$ cat config.mk
export PLATFORM = sky130hd
export DESIGN_NAME = cache_arbiter
export DESIGN_NICKNAME = d
export VERILOG_FILES = /design/src/rtl/cache_arbiter.sv
export SDC_FILE = /design/constraint.sdc
export NUM_CORES = 1
export LEC_CHECK = 0
export ABC_AREA = 1
export BUFFER_PORTS_ARGS = -buffer_cell sky130_fd_sc_hd__buf_2
export CAP_MARGIN = 15
export CORE_AREA = 2 2 542 544
export CTS_CLUSTER_DIAMETER = 30
export DETAILED_ROUTE_END_ITERATION = 10
export DIE_AREA = 0 0 544 546
export PLACE_DENSITY = 0.3
export SETUP_SLACK_MARGIN = 0.15
export SLEW_MARGIN = 20
export SYNTH_ARGS = -nofsm -noshare
export SYNTH_HDL_FRONTEND = slang
export SYNTH_SLANG_ARGS = --single-unit
$ cat constraint.sdc
create_clock -name clk -period 2.3 [get_ports clk]
set_input_delay 0.46 -clock clk [delete_from_list [all_inputs] [get_ports clk]]
set_output_delay 0.46 -clock clk [all_outputs]
set_load 0.03 [all_outputs]
$ cat src/rtl/cache_arbiter.sv
// cache_arbiter: serialises I-cache and D-cache line requests onto one pmem port.
// Round-robin between the two caches; the winner's address and write data are
// latched for the whole transaction, and the memory response is steered back
// only to the cache that owns the current transaction.
module cache_arbiter #(
  parameter int LINE_W = 256,
  parameter int ADDR_W = 32
) (
  input  logic              clk,
  input  logic              rst_n,
  input  logic              i_read,
  input  logic [ADDR_W-1:0] i_address,
  output logic              i_resp,
  output logic [LINE_W-1:0] i_rdata,
  input  logic              d_read,
  input  logic              d_write,
  input  logic [ADDR_W-1:0] d_address,
  input  logic [LINE_W-1:0] d_wdata,
  output logic              d_resp,
  output logic [LINE_W-1:0] d_rdata,
  output logic              pmem_read,
  output logic              pmem_write,
  output logic [ADDR_W-1:0] pmem_address,
  output logic [LINE_W-1:0] pmem_wdata,
  input  logic              pmem_resp,
  input  logic [LINE_W-1:0] pmem_rdata
);

  // Line-offset bits are derived from the line width, never overridden.
  localparam int OFF_W = $clog2(LINE_W / 8);
  // Mask that clears the line-offset bits of a byte address.
  localparam logic [ADDR_W-1:0] LINE_MASK = ~((ADDR_W)'((1 << OFF_W) - 1));

  typedef enum logic [1:0] {
    IDLE    = 2'd0,
    SERVE_I = 2'd1,
    SERVE_D = 2'd2,
    GAP     = 2'd3
  } state_t;

  // last_grant encoding: 0 = I-cache, 1 = D-cache.
  localparam logic GRANT_I = 1'b0;
  localparam logic GRANT_D = 1'b1;

  state_t            state_q, state_d;
  logic              last_grant_q, last_grant_d;
  logic              pmem_read_q, pmem_read_d;
  logic              pmem_write_q, pmem_write_d;
  logic [ADDR_W-1:0] pmem_address_q, pmem_address_d;
  logic [LINE_W-1:0] pmem_wdata_q, pmem_wdata_d;

  logic d_req;
  logic grant_d;
  logic grant_i;

  // Arbitration decision for the IDLE cycle: a lone requester wins, a contest
  // goes to the side that did not win last time.
  always_comb begin
    d_req   = d_read | d_write;
    grant_d = d_req & (~i_read | (last_grant_q == GRANT_I));
    grant_i = i_read & ~grant_d;
  end

  // Next-state and pmem request register logic.
  always_comb begin
    state_d        = state_q;
    last_grant_d   = last_grant_q;
    pmem_read_d    = pmem_read_q;
    pmem_write_d   = pmem_write_q;
    pmem_address_d = pmem_address_q;
    pmem_wdata_d   = pmem_wdata_q;
    case (state_q)
      IDLE: begin
        if (grant_d) begin
          // A simultaneous read+write is illegal; the write-back wins.
          pmem_read_d    = d_read & ~d_write;
          pmem_write_d   = d_write;
          pmem_address_d = d_address & LINE_MASK;
          pmem_wdata_d   = d_wdata;
          last_grant_d   = GRANT_D;
          state_d        = SERVE_D;
        end else if (grant_i) begin
          pmem_read_d    = 1'b1;
          pmem_write_d   = 1'b0;
          pmem_address_d = i_address & LINE_MASK;
          last_grant_d   = GRANT_I;
          state_d        = SERVE_I;
        end
      end
      SERVE_I, SERVE_D: begin
        // Requester inputs are ignored here; only the memory ends the transaction.
        if (pmem_resp) begin
          pmem_read_d  = 1'b0;
          pmem_write_d = 1'b0;
          state_d      = GAP;
        end
      end
      GAP: begin
        // One quiet cycle so the served cache can drop its request.
        state_d = IDLE;
      end
      default: state_d = IDLE;
    endcase
  end

  // State and latched pmem request registers; async reset abandons any transaction.
  always_ff @(posedge clk or negedge rst_n) begin
    if (!rst_n) begin
      state_q        <= IDLE;
      last_grant_q   <= GRANT_I;
      pmem_read_q    <= 1'b0;
      pmem_write_q   <= 1'b0;
      pmem_address_q <= '0;
      pmem_wdata_q   <= '0;
    end else begin
      state_q        <= state_d;
      last_grant_q   <= last_grant_d;
      pmem_read_q    <= pmem_read_d;
      pmem_write_q   <= pmem_write_d;
      pmem_address_q <= pmem_address_d;
      pmem_wdata_q   <= pmem_wdata_d;
    end
  end

  // Response steering: only the owner of the current transaction sees resp/data.
  always_comb begin
    i_resp  = (state_q == SERVE_I) & pmem_resp;
    d_resp  = (state_q == SERVE_D) & pmem_resp;
    i_rdata = i_resp ? pmem_rdata : '0;
    d_rdata = d_resp ? pmem_rdata : '0;
  end

  assign pmem_read    = pmem_read_q;
  assign pmem_write   = pmem_write_q;
  assign pmem_address = pmem_address_q;
  assign pmem_wdata   = pmem_wdata_q;

endmodule

==> summary.txt, run 1 <==
Peak VDD IR: 0.664 mV
Synth area leaders: dfrtp_1 49%, nand2_1 24%, nor2_1 13%, inv_1 6.8%, buf_2 2.3%
Die H: 546 µm
RSZ-0062 raised after global routing: true
synthesized area: 14600 µm²
number of synthesized flops with an enable pin: 0
initial antenna violation count: 99
total power: 47.0 mW
first-pass GRT wire length: 227 mm
period utilization: 120%
count leader, synth: nand2_1
std cell rows: 199
DR WL/cell: 23.8 µm
Die W: 544 µm
Synth Warn #: 0
drt drc: 0
Max Clock Skew: 26.3 ps
Post-DRT Antenna Nets: 0
maximum operating frequency: 362 MHz
Vias: 21300
GR Overflow Total: 0
Setup crit start kind: flop
clock latency on the worst-skew pair: 650 ps
Worst slew margin: 60.8%
post-synthesis cell count: 2167
PortBufs: 1370
dpl ws: -10.4 ps
final setup TNS: -172370 ps
WS Path Type: flop to primary output
CTS buffer count: 85
Global Route Usage Sum: 11.8%
Arrival @ worst endpoint: 2300 ps
Layout Nets: 4419
Initial DRT Pass Iterations: 5
Avg Inst Size Synth: 6.75 µm²
CTS clk-pin slew, worst paths: 40 ps
failing checks: negative setup slack
Root Buffer: clkbuf_16
routed wire length: 187 mm
Worst Max-Slew Pin Slew: 589 ps
synth unique cells: 18
Power Dens Cells: 1360 nW/µm²
Pleak: 18.7 nW
Initial DRC Count: 1343
synth cell count leaders: 924 x nand2_1, 513 x nor2_1, 288 x dfrtp_1
initial core utilization: 5.01%
reg2reg start: state_q[1]
Vias/cell: 2.71
Sink Count: 288
share of layout cells above drive strength 1: 45.5%
outcome: finished with violations
Seq/Total Area, Yosys: 49.2%
die area: 297000 µm²
FFs w/ async S/R, synth: 100%
total of max-cap violations: 0
maximum root-to-sink buffer count: 3
setup slack, reg-to-reg: 100 ps
crit-path max FO: 20
Slew Limit Fails: 0
placer's final routability congestion estimate: 0.991
Fin Hold WS: 68.4 ps
Setup-failing EPs final: 513
fin crit period: 2760 ps
area grow syn2layout: 136%
PnR worst setup slack: -463 ps
vias in the first global route: 21400
CTS tree: built
IO Count: 1386
ys flop type: dfrtp_1
DP HPWL: 162 mm
required time of the critical path: 1840 ps
H-tree levels: 3
Core Area: 292000 µm²
HP Start: d_wdata[252]
Final Hold Fails: 0
Worst setup startpoint: state_q[0]
largest net degree at the start of global routing: 84
top cell type's share of synthesized area: 49.2%
Hold WC Path Type: primary input to flop
Worst setup EP type: primary output
flops & latches, synth: 288
Yosys top cell by area: dfrtp_1
[cell type report]
cell class | instances | area (µm²)
antenna | 44 | 110
clock buffer | 112 | 2380
clock inverter | 44 | 681
fill | 34200 | 257000
inverter | 269 | 1020
multi-input combinational | 1484 | 6200
sequential | 288 | 7210
tap | 3919 | 4900
timing repair buffer | 1705 | 12100
[flip-flops by register name (all words and copies together) (netlist names)]
register	count
last_grant_q	1
pmem_address	27
pmem_read	1
pmem_wdata	256
pmem_write	1
state_q	2
[worst max-delay path, cell delays in order, from the launching register on]
cell,delay [ps]
dfrtp_2,430
inv_2,100
ha_4,170
nand2_8,70
buf_12,170
buf_16,180
buf_12,160
nor2_1,140
buf_4,190
[cell usage in the layout, fill, tap and decap left out, types with 2 or more instances in the layout]
cell type / Yosys / final
diode_2: 0 / 44
bufinv_16: 0 / 13
dlygate4sd3_1: 0 / 180
nand3_1: 32 / 32
ha_4: 0 / 2
buf_6: 1 / 74
buf_12: 0 / 66
or2_2: 2 / 2
nor2_4: 0 / 46
clkinv_4: 0 / 4
dfrtp_1: 288 / 287
nand2_8: 0 / 2
clkbuf_16: 0 / 98
ha_1: 4 / 2
clkbuf_4: 0 / 9
conb_1: 1 / 5
buf_8: 0 / 4
buf_4: 44 / 269
buf_16: 0 / 8
clkbuf_1: 11 / 13
buf_2: 68 / 1082
nor2_2: 0 / 46
clkinv_2: 0 / 15
inv_1: 267 / 265
inv_2: 2 / 3
nor2_1: 513 / 421
nand2_1: 924 / 922
clkinvlp_4: 0 / 6
clkinv_16: 0 / 3
clkbuf_8: 0 / 13
[final timing paths]
path                              endpoint  cells past startpoint
setup / recovery               d_rdata[64]                      8
min in group asynchronous  pmem_wdata[182]                      2
hold / removal             pmem_wdata[252]                      3
setup reg to reg           pmem_wdata[150]                     10
hold reg to reg            pmem_wdata[129]                      2
max in group asynchronous       state_q[0]                      3
[cell families (layout without fill, tap and decap cells)]
| kind of cell | count (synthesis) | in the layout | synth area share (%) |
|---|---|---|---|
| compound gates | 2 | 2 | 0.171 |
| fa+ha+maj | 4 | 4 | 0.342 |
| buf+inv | 399 | 2130 | 12.0 |
| flops | 288 | 288 | 49.2 |
| other cells | 1 | 49 | 0.0256 |
| simple gates | 1473 | 1473 | 38.2 |
[timing repair]
action                                  in CTS  in global routing
resized for setup                          226                322
hold buffers                               180                  0
setup buffers                                1                  6
cloned                                       3                 13
pin swaps                                    1                  1
endpoints found under the hold margin      216                  0
endpoints found under the setup margin     514                571
[report_power, final]
| group | internal (mW) | leakage, nW | total, mW | switching, mW |
|---|---|---|---|---|
| clock | 8.72 | 1.48 | 12.6 | 3.85 |
| combinational | 6.95 | 13.6 | 25.5 | 18.5 |
| sequential | 7.58 | 3.56 | 8.92 | 1.34 |
[through the flow]
step	util, %	cell area, µm²	std cells
floorplan	-	14600	2171
global placement	9.46	27600	7462
detailed placement	9.46	27600	7462
CTS	11.4	33200	7802
global route	11.8	34500	7849
finish	11.8	34600	7865
[metal layers]
| metal | part of all wire [%] | up-vias | global-route usage [%] | routed length, µm |
|---|---|---|---|---|
| li1 | - | 9633 | - | - |
| met1 | 35 | 10200 | 11.8 | 65200 |
| met2 | 51 | 1222 | 21.5 | 94700 |
| met3 | 9.9 | 282 | 4.51 | 18400 |
| met4 | 4.6 | 14 | 5.13 | 8580 |
| met5 | 0.044 | - | 0 | 82 |
(Power assumes the default switching activity.)
==> run 2: changes to the inputs <==
Settings changed: RECOVER_POWER from default to 100.
==> run 2 against run 1 <==
Critical path type unchanged. Via count up 0.29%. Worst setup slack worse by 7.7 ps. The flow still finishes with violations (negative setup slack). Register-to-register slack about the same. Routed wire length up 0.13%. Count of clock-buffer cells in the layout is the same. Critical path depth unchanged. Largest cell class unchanged. Sequential cell count unchanged. Clock skew about the same. Utilization hardly changed.
==> summary.txt, run 2 (synthesis results as in run 1) <==
area grow syn2layout: 136%
GR Layer Usage met1: 11.8% (unchanged)
Setup crit start kind: flop
WS Path Type: flop to primary output
Pleak: 18.6 nW (-0.15%)
placer's final routability congestion estimate: 0.991 (unchanged)
setup slack, reg-to-reg: 100 ps (about the same)
Worst R2R Path Depth: 10 (unchanged)
largest net degree at the start of global routing: 84 (unchanged)
area post-placement: 27600 µm² (unchanged)
total of max-cap violations: 0 (unchanged)
Peak VDD IR: 0.663 mV (-0.26%)
Worst setup EP type: primary output
HP Start: d_wdata[181]
Arrival @ worst endpoint: 2310 ps (about the same)
first-pass GRT wire length: 227 mm (unchanged)
met3 track demand over resource: 4.51% (unchanged)
dpl ws: -10.4 ps (unchanged)
GR Overflow Total: 0 (unchanged)
NetSw: 23.7 mW (about the same)
Die H: 546 µm (unchanged)
Max Clock Skew: 26.3 ps (+0.00140 ps)
DR WL/cell: 23.8 µm (+0.12%)
die area: 297000 µm² (unchanged)
DP HPWL: 162 mm (unchanged)
Hold WC Path Type: primary input to flop
Vias/cell: 2.72 (+0.27%)
Worst Hold Path Cells: 3 (unchanged)
IO Count: 1386 (unchanged)
routed wire length: 187 mm (+0.13%)
M2 GR Usage: 21.5% (unchanged)
Cell Int Power: 23.2 mW (-0.10%)
Initial DRT Pass Iterations: 5 (unchanged)
failing checks: negative setup slack
maximum operating frequency: 361 MHz (-0.28%)
Root Buffer: clkbuf_16
Global Route Usage Sum: 11.8% (unchanged)
Clock power frac: 26.8% (about the same)
Layout Nets: 4419 (unchanged)
Filler Cell Count: 34200 (+0.035%)
reg2reg start: state_q[1]
outcome: finished with violations
Vias: 21400 (+0.29%)
Worst setup startpoint: state_q[0]
Net Sw Frac: 50.5% (about the same)
Comb pwr share: 54.2% (about the same)
Final Hold Fails: 0 (unchanged)
placed cell count: 7462 (unchanged)
Min-Delay Endpoint: pmem_wdata[181]
Die W: 544 µm (unchanged)
maximum root-to-sink buffer count: 3 (unchanged)
post-route insts no fill: 7866 (+0.013%)
RR Endpoint: pmem_wdata[150]
Post-DRT Antenna Nets: 0 (unchanged)
initial antenna violation count: 99 (unchanged)
final non-filler cell area: 34500 µm² (-0.14%)
crit-path max FO: 20 (unchanged)
required time of the critical path: 1840 ps (about the same)
Core Area: 292000 µm² (unchanged)
CTS buffer count: 85 (unchanged)
Worst Max-Slew Pin Slew: 1290 ps (+706 ps)
Power Dens Cells: 1360 nW/µm² (about the same)
initial core utilization: 5.01% (unchanged)
H-tree levels: 3 (unchanged)
clock latency on the worst-skew pair: 650 ps (about the same)
grt peak-use layer: met2
Sink Count: 288 (unchanged)
share of layout cells above drive strength 1: 45.4% (-0.10 points)
period utilization: 120% (+0.34 points)
commonest non-fill, non-tap cell in the layout: buf_2
Worst slew margin: 13.7% (-47 points)
vias in the first global route: 21400 (unchanged)
std cell rows: 199 (unchanged)
max FFs per register: 256 (unchanged)
most frequent cells in the layout: 1079 x buf_2, 922 x nand2_1, 421 x nor2_1
Setup-failing EPs final: 513 (unchanged)
drt drc: 0 (unchanged)
power share of the sequential group: 19.0% (about the same)
CTS clk-pin slew, worst paths: 40 ps (about the same)
Slew Limit Fails: 0 (unchanged)
fin crit period: 2770 ps (+7.71 ps)
Initial DRC Count: 1335 (-0.60%)
PnR worst setup slack: -470 ps (-7.71 ps)
RSZ-0062 raised after global routing: true
PortBufs: 1370 (unchanged)
CTS tree: built
==> run 2: layout make-up <==
cell class / count / area, µm² / area share, %
timing repair buffer: 1705 / 12000 / 34.8
clock buffer: 112 / 2380 / 6.89
multi-input combinational: 1484 / 6200 / 18.0
clock inverter: 44 / 681 / 1.97
inverter: 269 / 1020 / 2.95
antenna: 45 / 113 / 0.326
sequential: 288 / 7210 / 20.9
tap: 3919 / 4900 / 14.2
==> run 2: power groups by stage <==
stage | registers, mW | logic (mW) | clock network (mW)
after floorplan | 13.6 | 8.16 | 0
after global placement | 8.88 | 24.5 | 0
after detailed placement | 8.90 | 24.4 | 0
after CTS | 8.94 | 25.3 | 12.9
after global routing | 9.26 | 27.5 | 13.2
final | 8.92 | 25.4 | 12.6
==> run 2: per-stage QoR <==
step	hold WS, ps	utilization [%]	total power, mW	setup TNS, ps
final	71.4	11.8	46.9	-172250
after detailed placement	404	9.46	33.3	-10.4
after floorplan	164	-	21.8	0
after CTS	0.743	11.4	47.1	-233630
after global routing	41.1	11.8	49.9	-235960
after global placement	401	9.46	33.4	-17.7
==> run 2: how the worst max path moves through the flow <==
stage	end	slack, ps
final	d_rdata[64]	-470
after global routing	i_rdata[169]	-540
after CTS	d_rdata[73]	-590
after detailed placement	d_rdata[209]	-10
after global placement	d_rdata[209]	-20
after floorplan	d_rdata[246]	370
==> run 2: critical path: stages (launching register included) <==
cell and delay (ps):
dfrtp_2 430, inv_2 100, ha_4 170, nand2_8 70, buf_12 170, buf_16 180
buf_12 160, nor2_1 150, buf_4 190
==> run 2: layer usage <==
metal  vias up  routed length [µm]  part of all wire (%)
li1       9630                   -                     -
met1     10200               65300                    35
met2      1248               95200                    51
met3       285               18400                   9.8
met4        14                8320                   4.4
met5         -                  82                 0.044
==> run 2: what timing repair did <==
action,CTS,global route
setup buffers,1,6
resized for setup,226,322
pin swaps,1,1
endpoints found under the setup margin,514,571
endpoints found under the hold margin,216,0
hold buffers,180,0
cloned,3,13
==> run 3: changes to the inputs <==
Settings changed: CTS_BUF_LIST from default to sky130_fd_sc_hd__clkbuf_16, GPL_TIMING_DRIVEN from default to 0.
==> run 3 against run 2 <==
The flow still finishes with violations (negative setup slack). Final cell count barely moved. Highest routed layer unchanged. Count of clock-buffer cells in the layout fell by 23. Sequential power is 2% higher. Maximum frequency increased by 0.65%. Worst setup slack better by 18 ps. Non-clock buffer count rose by 6. Critical path type unchanged. Combinational power hardly changed. Sequential share of layout area fell by 0.18 points. First-iteration DRC count is 17% lower. Die area unchanged. Critical path depth shrank 1. Critical endpoint is now i_rdata[116].
==> summary.txt, run 3 (synthesis results as in run 1) <==
Vias: 21300 (-0.16%)
required time of the critical path: 1840 ps (about the same)
drt drc: 0 (unchanged)
Hold WC Path Type: primary input to flop
Worst setup EP type: primary output
most frequent cells in the layout: 921 x nand2_1, 717 x buf_2, 342 x nor2_1
Power Dens Cells: 1340 nW/µm² (-1.5%)
post-route insts no fill: 7863 (-0.038%)
dpl ws: -1090 ps (-1080 ps)
placer's final routability congestion estimate: 0.952 (-4.0%)
commonest non-fill, non-tap cell in the layout: nand2_1
Worst setup startpoint: state_q[1]
Worst slew margin: 15.1% (+1.5 points)
Fin Hold WS: 60.5 ps (-10.8 ps)
crit-path cells: inv_2, ha_4, nand2_8, clkbuf_16, buf_12, nor2_4, buf_6
Vias/cell: 2.71 (-0.12%)
Setup crit start kind: flop
Max Clock Skew: 70.2 ps (+43.9 ps)
RSZ-0062 raised after global routing: true
maximum root-to-sink buffer count: 3 (unchanged)
outcome: finished with violations
failing checks: negative setup slack
WS Path Type: flop to primary output
Die H: 546 µm (unchanged)
first-pass GRT wire length: 243 mm (+7.3%)
crit-path max FO: 7 (-65%)
HP Start: d_wdata[161]
largest net degree at the start of global routing: 81 (-3.6%)
Layout Nets: 4428 (+0.20%)
Initial DRC Count: 1102 (-17%)
total power: 46.6 mW (-0.63%)
Die W: 544 µm (unchanged)
total of max-cap violations: 0 (unchanged)
Clock power frac: 25.7% (-1.1 points)
NetSw: 24.4 mW (+3.0%)
Peak VDD IR: 0.757 mV (+14%)
Global Route Usage Sum: 12.8% (+0.94 points)
PortBufs: 1370 (unchanged)
GR Overflow Total: 0 (unchanged)
DP HPWL: 174 mm (+7.6%)
Worst path top cell family by delay: buffers and inverters
Root Buffer: clkbuf_16
Setup-failing EPs final: 764 (+49%)
Worst Max-Slew Pin Slew: 1270 ps (-21.8 ps)
crit path buf inv count: 4 (-1)
CTS tree: built
Cell Int Power: 22.2 mW (-4.4%)
reg2reg start: state_q[0]
Arrival @ worst endpoint: 2290 ps (-20 ps)
Initial DRT Pass Iterations: 5 (unchanged)
CTS clk-pin slew, worst paths: 40 ps (about the same)
area grow syn2layout: 138%
CP peak stage delay: 390 ps (-40 ps)
power share of the sequential group: 19.4% (+0.4 points)
fin crit period: 2750 ps (-18.0 ps)
Pleak: 17.8 nW (-4.5%)
CTS buffer count: 88 (+3.5%)
H-tree levels: 3 (unchanged)
Comb pwr share: 54.9% (+0.7 points)
share of layout cells above drive strength 1: 41.0% (-4.4 points)
initial core utilization: 5.01% (unchanged)
placed cell count: 7463 (+0.013%)
period utilization: 120% (-0.78 points)
IO Count: 1386 (unchanged)
final setup TNS: -185880 ps (-13630 ps)
PnR worst setup slack: -452 ps (+18.0 ps)
Final Hold Fails: 0 (unchanged)
CP max-delay cell: dfrtp_1
DR WL/cell: 25.1 µm (+5.2%)
Slew Limit Fails: 0 (unchanged)
max FFs per register: 256 (unchanged)
Net Sw Frac: 52.4% (+1.9 points)
routed wire length: 197 mm (+5.2%)
std cell rows: 199 (unchanged)
clock latency on the worst-skew pair: 680 ps (+30 ps)
maximum operating frequency: 363 MHz (+0.65%)
Filler Cell Count: 34200 (+0.13%)
Post-DRT Antenna Nets: 0 (unchanged)
vias in the first global route: 22200 (+3.7%)
initial antenna violation count: 108 (+9.1%)
die area: 297000 µm² (unchanged)
Core Area: 292000 µm² (unchanged)
Sink Count: 288 (unchanged)
-- run 3: changes by cell type in the layout (fill, tap and decap cells not counted), sizes merged --
cell         before   now
clkinv           23    36
diode            45    30
inv             271   288
buf            1496  1212
clkinvlp          6     9
bufinv           13     9
clkbuf          140   410
dlygate4sd3     180   178
bufbuf            1     0
-- run 3: worst paths after layout --
kind / endpoint / slack (ps) / cells past startpoint
setup / recovery: i_rdata[116] / -450 / 7
hold / removal: pmem_wdata[161] / 60 / 3
setup reg to reg: pmem_wdata[217] / -210 / 9
hold reg to reg: pmem_wdata[240] / 470 / 2
max in group asynchronous: state_q[0] / -20 / 4
min in group asynchronous: pmem_wdata[184] / 310 / 2
-- run 3: layout make-up --
type	count	area [µm²]	area share [%]
multi-input combinational	1484	6870	19.7
tap	3919	4900	14.1
timing repair buffer	1582	10600	30.3
buffer	129	1270	3.64
antenna	30	75.1	0.216
clock inverter	73	714	2.05
clock buffer	89	2230	6.39
inverter	269	1010	2.90
sequential	288	7210	20.7
-- run 3: worst reg2reg max path, stage by stage (launching register included) --
cell and delay, ps:
dfrtp_2 430, inv_2 100, clkbuf_4 130, ha_1 160, inv_1 120, nor2_8 420
inv_1 330, clkbuf_2 460, nand2_1 170, nand2_1 60
-- run 3: metrics by stage --
| stage | util [%] | instance area [µm²] |
|---|---|---|
| floorplan | - | 14600 |
| global placement | 9.04 | 26400 |
| detailed placement | 9.07 | 26500 |
| CTS | 11.8 | 34500 |
| global route | 11.9 | 34800 |
| finish | 11.9 | 34800 |
-- run 3: repair_timing --
action,in CTS,in global routing
pin swaps,16,14
gates cloned,13,2
setup buffers,6,10
gates resized for setup,925,158
hold buffers,178,0
endpoints found under the hold margin,233,0
setup endpoints to repair,764,764
-- run 3: metal layers --
metal | global-route usage [%] | wire length (µm)
met5 | 0 | 65
met1 | 13.0 | 69400
met4 | 5.45 | 9760
met2 | 23.6 | 102000
met3 | 4.03 | 16200
-- run 3: power groups by stage --
stage / Clock [mW] / Sequential, mW / Combinational [mW]
2_1_floorplan: 0 / 13.6 / 8.16
3_3_place_gp: 0 / 8.99 / 24.0
3_5_place_dp: 0 / 9.00 / 23.9
4_1_cts: 12.3 / 9.04 / 26.7
5_1_grt: 12.6 / 9.39 / 27.5
6_report: 12.0 / 9.06 / 25.6
